<file path="config.mk">
export PLATFORM = sky130hd
export DESIGN_NAME = fetch_sequencer
export DESIGN_NICKNAME = d
export VERILOG_FILES = /design/src/rtl/fetch_pkg.sv /design/src/rtl/sat_counter.sv /design/src/rtl/fetch_sequencer.sv
export SDC_FILE = /design/constraint.sdc
export NUM_CORES = 1
export LEC_CHECK = 0
export ABC_AREA = 1
export CORE_MARGIN = 1.5
export CORE_UTILIZATION = 54
export CTS_CLUSTER_DIAMETER = 150
export DETAILED_ROUTE_END_ITERATION = 6
export MAX_ROUTING_LAYER = met4
export PLACE_DENSITY = 0.87
export SYNTH_ARGS = -nofsm -noshare
export SYNTH_HDL_FRONTEND = slang
export SYNTH_SLANG_ARGS = --single-unit
export TNS_END_PERCENT = 10
</file>
<file path="constraint.sdc">
create_clock -name clk -period 4.9 [get_ports clk]
set_clock_uncertainty 0.05 [all_clocks]
set_input_delay 0.49 -clock clk [delete_from_list [all_inputs] [get_ports clk]]
set_output_delay 0.49 -clock clk [all_outputs]
set_load 0.02 [all_outputs]
</file>
<file path="src/rtl/fetch_pkg.sv">
// Shared types and defaults for the instruction fetch sequencer.
// Program entry points live here so top-level builds can re-point them.
package fetch_pkg;

    typedef enum logic [1:0] {
        IDLE = 2'd0,
        RUN  = 2'd1,
        DONE = 2'd2
    } state_t;

    localparam logic [1:0] PROG_SEL_P1      = 2'd0;
    localparam logic [1:0] PROG_SEL_P2      = 2'd1;
    localparam logic [1:0] PROG_SEL_P3      = 2'd2;
    localparam logic [1:0] PROG_SEL_INVALID = 2'd3;

    localparam int DEF_PROG1_START = 0;
    localparam int DEF_PROG2_START = 1024;
    localparam int DEF_PROG3_START = 2048;

endpackage

</file>
<file path="src/rtl/sat_counter.sv">
// Up-counter that sticks at all-ones instead of wrapping.
// Synchronous clear has priority over increment.
module sat_counter #(
    parameter int WIDTH = 32
) (
    input  logic             clk,
    input  logic             reset,
    input  logic             clear,
    input  logic             inc,
    output logic [WIDTH-1:0] count
);

    always_ff @(posedge clk or posedge reset) begin
        if (reset)
            count <= '0;
        else if (clear)
            count <= '0;
        else if (inc && (count != '1))
            count <= count + WIDTH'(1);
    end

endmodule

</file>
<file path="src/rtl/fetch_sequencer.sv">
// Program counter sequencer for a 2**IMEM_AW-entry instruction memory:
// program select, stall/halt/branch handling and benchmark counters.
module fetch_sequencer
    import fetch_pkg::*;
#(
    parameter int PC_WIDTH    = 32,
    parameter int IMEM_AW     = 12,
    parameter int PROG1_START = DEF_PROG1_START,
    parameter int PROG2_START = DEF_PROG2_START,
    parameter int PROG3_START = DEF_PROG3_START,
    parameter int CNT_WIDTH   = 32
) (
    input  logic                 clk,
    input  logic                 reset,
    input  logic                 start,
    input  logic [1:0]           prog_sel,
    input  logic                 stall,
    input  logic                 branch_taken,
    input  logic [PC_WIDTH-1:0]  branch_target,
    input  logic                 halt,
    output logic [PC_WIDTH-1:0]  current_pc,
    output logic                 fetch_valid,
    output logic                 busy,
    output logic                 done,
    output logic [CNT_WIDTH-1:0] cycle_count,
    output logic [CNT_WIDTH-1:0] instr_count
);

    state_t             state, state_nxt;
    logic [IMEM_AW-1:0] pc, pc_nxt;
    logic               cnt_clear, cyc_inc, ins_inc;

    // Target bits above the imem address range are intentionally discarded.
    logic unused_tgt_hi;
    assign unused_tgt_hi = ^branch_target[PC_WIDTH-1:IMEM_AW];

    always_ff @(posedge clk or posedge reset) begin
        if (reset) begin
            state <= IDLE;
            pc    <= '0;
        end else begin
            state <= state_nxt;
            pc    <= pc_nxt;
        end
    end

    always_comb begin
        state_nxt = state;
        pc_nxt    = pc;
        cnt_clear = 1'b0;
        cyc_inc   = 1'b0;
        ins_inc   = 1'b0;
        case (state)
            IDLE, DONE: begin
                if (start && (prog_sel != PROG_SEL_INVALID)) begin
                    state_nxt = RUN;
                    cnt_clear = 1'b1;
                    case (prog_sel)
                        PROG_SEL_P1: pc_nxt = IMEM_AW'(PROG1_START);
                        PROG_SEL_P2: pc_nxt = IMEM_AW'(PROG2_START);
                        default:     pc_nxt = IMEM_AW'(PROG3_START);
                    endcase
                end
            end
            RUN: begin
                cyc_inc = 1'b1;
                // Stall masks halt and branch: the instruction is not consumed.
                if (stall) begin
                    pc_nxt = pc;
                end else if (halt) begin
                    ins_inc   = 1'b1;
                    state_nxt = DONE;
                end else if (branch_taken) begin
                    ins_inc = 1'b1;
                    pc_nxt  = branch_target[IMEM_AW-1:0];
                end else begin
                    ins_inc = 1'b1;
                    pc_nxt  = pc + IMEM_AW'(1);
                end
            end
            default: state_nxt = IDLE;
        endcase
    end

    assign current_pc  = {{(PC_WIDTH-IMEM_AW){1'b0}}, pc};
    assign busy        = (state == RUN);
    assign done        = (state == DONE);
    assign fetch_valid = busy && !stall;

    sat_counter #(.WIDTH(CNT_WIDTH)) u_cycle_cnt (
        .clk   (clk),
        .reset (reset),
        .clear (cnt_clear),
        .inc   (cyc_inc),
        .count (cycle_count)
    );

    sat_counter #(.WIDTH(CNT_WIDTH)) u_instr_cnt (
        .clk   (clk),
        .reset (reset),
        .clear (cnt_clear),
        .inc   (ins_inc),
        .count (instr_count)
    );

endmodule

</file>
---- Word-level counts from Yosys, hierarchy flattened ----
Index checks and enable logic that the tools add are counted.
word-level totals
  output and inout bits ................... 99
  logic and storage cells ................. 49
  input bits .............................. 40
  bits in registers ....................... 78
cells by class
  $add $sub $neg .......................... 3
  muxes and demuxes ....................... 19
  equality and inequality tests ........... 10
  reductions and logical operators ........ 13
operators by type and width
  kind                                                             count
  32-bit two-way mux                                               4
  32-bit by 1-bit adder with 32-bit output, second input constant  2
  32-bit != test, second input constant                            2
  12-bit two-way mux                                               4
  12-bit case mux with 2 select lines                              2
  12-bit by 1-bit adder with 12-bit output, second input constant  1
  2-bit != test, second input constant                             5
  2-bit two-way mux                                                3
  2-bit nonzero test                                               3
  1-bit two-way mux                                                5
  2-bit by 1-bit == test with 1-bit output, second input constant  2
  1-bit logical AND                                                4
  2-bit logical NOT                                                2
  2-bit case mux with 2 select lines                               1
  4-bit AND reduction                                              1
  3-bit AND reduction                                              1
  2-bit == test, second input constant                             1
  2-bit OR reduction                                               1
  1-bit logical NOT                                                1

---- Longest topological paths before layout ----
  word-level depth ........................ 5
  gate-level depth with buffers ........... 13
  mapped depth without buffers ............ 11

---- By module ----
Synthesis repeated with hierarchy kept, for this count alone.
unflattened totals
  cell total of the unflattened synthesis .. 873
  area total of the unflattened synthesis .. 5647.9 µm²
by module, submodules not included
  module           seq. area each (µm²)  area each (µm²)  instances  cells each
  sat_counter      800.8                 2274.7           2          360
  fetch_sequencer  350.3                 1098.6           1          153

---- Least setup slack after synthesis ----
OpenSTA, ideal clock, no wires.
  kind .................................... reg-to-reg
  start point ............................. register u_cycle_cnt.count[0]
  end point ............................... register u_cycle_cnt.count[2]
  clock period less this slack ............ 1.961 ns
  required time ........................... 4.784 ns
  path buffers ............................ 2
  cell stages (with the launch flop) ...... 14
  setup slack ............................. 2.939 ns
  library setup time ...................... 0.066 ns
  data arrival time ....................... 1.845 ns
  cell sequence ........................... dfrtp_1 -> ha_1 -> inv_2 -> nor2_4 -> nand2_4 -> nor2_8 -> nand2_2 -> nand2_2 -> nand2_4 -> inv_2 -> buf_6 -> buf_6 -> nand2_1 -> nand2_1
between the ends
  word-level cells in the longest chain between the ends .. 3
  elaborated cells between the ends (all ways) .. 6
  those cells by class .................... 1 x add/sub; 1 x eq/ne; 2 x mux; 2 x reduce/logical
ends and longest elaborated chain
  item                                                                        RTL line                              RTL
  start, declared                                                             sat_counter.sv:10                     output logic [WIDTH-1:0] count
  start signal, assigned                                                      sat_counter.sv:19                     count <= count + WIDTH'(1);
  32-bit by 1-bit adder with 32-bit output or 32-bit != test (tied branches)  sat_counter.sv:19, sat_counter.sv:18
  32-bit two-way mux or 1-bit logical AND (tied branches)                     sat_counter.sv:18                     else if (inc && (count != '1))
  32-bit two-way mux or 2-bit nonzero test (tied branches)                    -
Several ways; a longest one is shown, not always the timed one. The select of a mux whose other input is x is not followed.
A chain may end at the register's enable or synchronous reset.

---- Worst setup path in the final report ----
  start point ............................. input prog_sel[1]
  end point ............................... register u_cycle_cnt.count[31]
between the ends
  word-level cells in the longest chain between the ends .. 5
  elaborated cells between the ends (all ways) .. 6
  those cells by class .................... 1 x eq/ne; 3 x mux; 2 x reduce/logical
ends and longest elaborated chain
  item                                                      RTL line               RTL
  start, declared                                           fetch_sequencer.sv:16  input logic [1:0] prog_sel,
  2-bit != test (*)                                         fetch_sequencer.sv:55  if (start && (prog_sel != PROG_SEL_INVALID)) begin
  1-bit logical AND (*)                                     fetch_sequencer.sv:55
  1-bit two-way mux (*)                                     fetch_sequencer.sv:55
  1-bit two-way mux (*)                                     fetch_sequencer.sv:53  case (state)
  32-bit two-way mux or 2-bit nonzero test (tied branches)  -
Every way passes the cells marked *; elsewhere a longest branch is shown, timed or not.

==> qor.txt <==
status - finished clean
share of synthesized registers carrying an async set or reset - 1.000
CP most frequent cell - nand2_1
CTS max path bufs - 2
CP max FO - 31
Synth Area per Inst - 6.382 sq um
# H-tree levels - 3
clk root buf - clkbuf_8
Pins Over Slew Limit - 0
CTS buffer count - 9
Synth Flop Type - dfrtp_1
Max Cap Viol - 0
WL/cell - 13.46 microns
Post-Route WL - 14590 microns
grt ovf - 0
Post-Syn Area - 5450 sq um
Final Hold Viols - 0
crit path cell chain - clkdlybuf4s50_1 -> nand2_1 -> nand2_1 -> nor2_1 -> buf_4 -> inv_2 -> buf_4 -> nand2_4 -> inv_2 -> nand2_1 -> nand2_1
post-route setup slack - 2.152 ns
final instance area - 6690 sq um
GRT Total Usage - 0.2988
worst slack at placement - 1.823 ns
HPWL Detailed - 10470 microns
P_int - 1.421 mW
Clock Sinks - 78
hold path depth - 2
initial antenna violation count - 0
Leak Pwr - 3.082 nW
Setup crit start kind - input port
Final min period - 2.748 ns
EDFF count, synth - 0
FF+latch area - 1952 sq um
Slew headroom - 0.1885
Final Setup Violations - 0
sequential power share - 0.370
most numerous cell in the Yosys netlist - nand2_1
RSZ-0062 raised after global routing - false
cells after synthesis - 854
Vias/cell - 5.240
Min Hold Slack - 0.4884 ns
maximum vdd ir drop - 0.2147 mV
Max Fclk - 363.9 MHz
number of core rows - 36
switching part of the total - 0.4076
vias in the first global route - 5165
PortBufs - 98
ANT cells - 0
layout cells sized above 1 - 0.05047
Multi-input gate area - 3072 sq um
Worst-path clk slew - 0.08 ns
final std cells w/o fill - 1084
# fillers - 903
Die X - 103.5 microns
Routed Antenna Nets - 0
CTS tree - yes
Post-CTS Hold Buffers - 0
Starting Density - 0.5576
WP data required - 5.14 ns
clock share of power - 0.254
first-pass GRT wire length - 24310 microns
Logic pwr share - 0.376
max incr delay on CP - 0.52 ns
gp weighted congestion - 0.9984
placed cells - 1068
area grow syn2layout - 22.75%
Crit path arrival time - 2.99 ns
Final Cycle Share - 0.5609
Psw - 977.5 uW
r2r worst-path depth - 8
largest net degree at the start of global routing - 46
worst skew pair latency - 0.36 ns
Synth warnings - 0
Post-DP Area - 6442 sq um
critical path class - in2reg
Critical Path Sink Type - flop
post-CTS sizing - 0
Distinct cells, synth - 33
first-pass iteration count of the detailed router - 5
Die Ht - 103.5 microns
nets - 989
power density cells - 358.5 nW/um^2
core area - 9774 sq um
CP delay by family, top - buffers and inverters
WP buf/inv - 5
worst hold path class - reg2reg
Area contributors post-synth - dfrtp_1, nand2_1, nor2_1, nand4_1, nand3_1
register area share after synthesis - 0.3581
DR iter-0 viols - 339
slew of the pin with the lowest slew margin - 1.217 ns
setup TNS - 0 ns
Levels on crit path - 11
Max stage delay cell, worst path - clkdlybuf4s50_1
FF+latch count, synth - 78
I/O pins - 139
top cell type's share of synthesized area - 0.3581
Vias - 5680
DIE AREA - 10710 sq um
Synth area leader - dfrtp_1
Post-CTS Setup Bufs - 0
Synth top cells by count - nand2_1, nor2_1, dfrtp_1, inv_1, nand3_1
# DRC - 0
[cells in the final DEF, fill, tap and decap left out, types with 6 or more instances in the layout]
cell type and n:
nand2_1 351, nor2_1 146, clkdlybuf4s50_1 98, dfrtp_1 78, inv_1 61, nand3_1 47, nand4_1 40, conb_1 20
o21ai_0 18, xor2_1 18, or2_2 10, clkbuf_8 10, xnor2_1 6
[per-layer routing]
layer / vias up / routed length (microns) / track usage
li1: 2824 / - / -
met1: 2576 / 6403 / 0.3885
met2: 232 / 6771 / 0.4791
met3: 48 / 983 / 0.03495
met4: 0 / 432 / 0.1164
met5: - / 0 / -
[through the flow]
step | utilization | total power [mW]
4_1_cts | 0.6845 | 2.404
5_1_grt | 0.6845 | 2.553
6_report | 0.6845 | 2.398
3_5_place_dp | 0.6591 | 1.797
3_3_place_gp | 0.6591 | 1.776
2_1_floorplan | - | 1.476
[power by group through the flow]
stage / sequential (mW) / combinational (mW) / clock [mW]
after global routing: 0.906 / 0.997 / 0.650
final: 0.888 / 0.901 / 0.609
after global placement: 0.892 / 0.885 / 0
after CTS: 0.886 / 0.902 / 0.617
after detailed placement: 0.896 / 0.901 / 0
after floorplan: 0.978 / 0.498 / 0
[worst reg2reg max path: cells and delay by family (launching register included)]
kind / cells / cell delay (ns)
fa+ha+maj: 1 / 0.30
simple gates: 5 / 0.65
compound gates: 1 / 0.90
flops: 1 / 0.46
buf+inv: 1 / 0.11
[state kept, by name, summed over array words and instances (netlist names)]
| register | cells |
|---|---|
| u_instr_cnt.count | 32 |
| state | 2 |
| pc | 12 |
| u_cycle_cnt.count | 32 |
[layout make-up]
cell class                 count  area share
multi-input combinational    690      0.4591
sequential                    78      0.2918
timing repair buffer         101      0.1500
inverter                      66     0.03722
tap                          133     0.02487
clock buffer                  11     0.02113
clock inverter                 5     0.01590
[worst paths after layout]
path                                      start                    end  slack, ns
hold / removal             u_cycle_cnt.count[1]   u_cycle_cnt.count[1]       0.49
hold reg to reg            u_cycle_cnt.count[1]   u_cycle_cnt.count[1]       0.49
setup / recovery                    prog_sel[1]  u_cycle_cnt.count[31]       2.15
max in group asynchronous                 reset  u_instr_cnt.count[16]       3.33
setup reg to reg           u_instr_cnt.count[0]  u_instr_cnt.count[22]       2.36
min in group asynchronous                 reset   u_instr_cnt.count[4]       0.52
[kinds of logic after synthesis]
| logic type | synth area share |
|---|---|
| xor gates and xnor gates | 0.03857 |
| and+or+nand+nor | 0.4729 |
| AOI/OAI and AO/OA | 0.02962 |
| adders and majority gates | 0.006888 |
| buffers and inverters | 0.09137 |
| other | 0.0006880 |
| muxes | 0.001837 |
| DFF | 0.3581 |
Power figures use the tool's default switching activity.
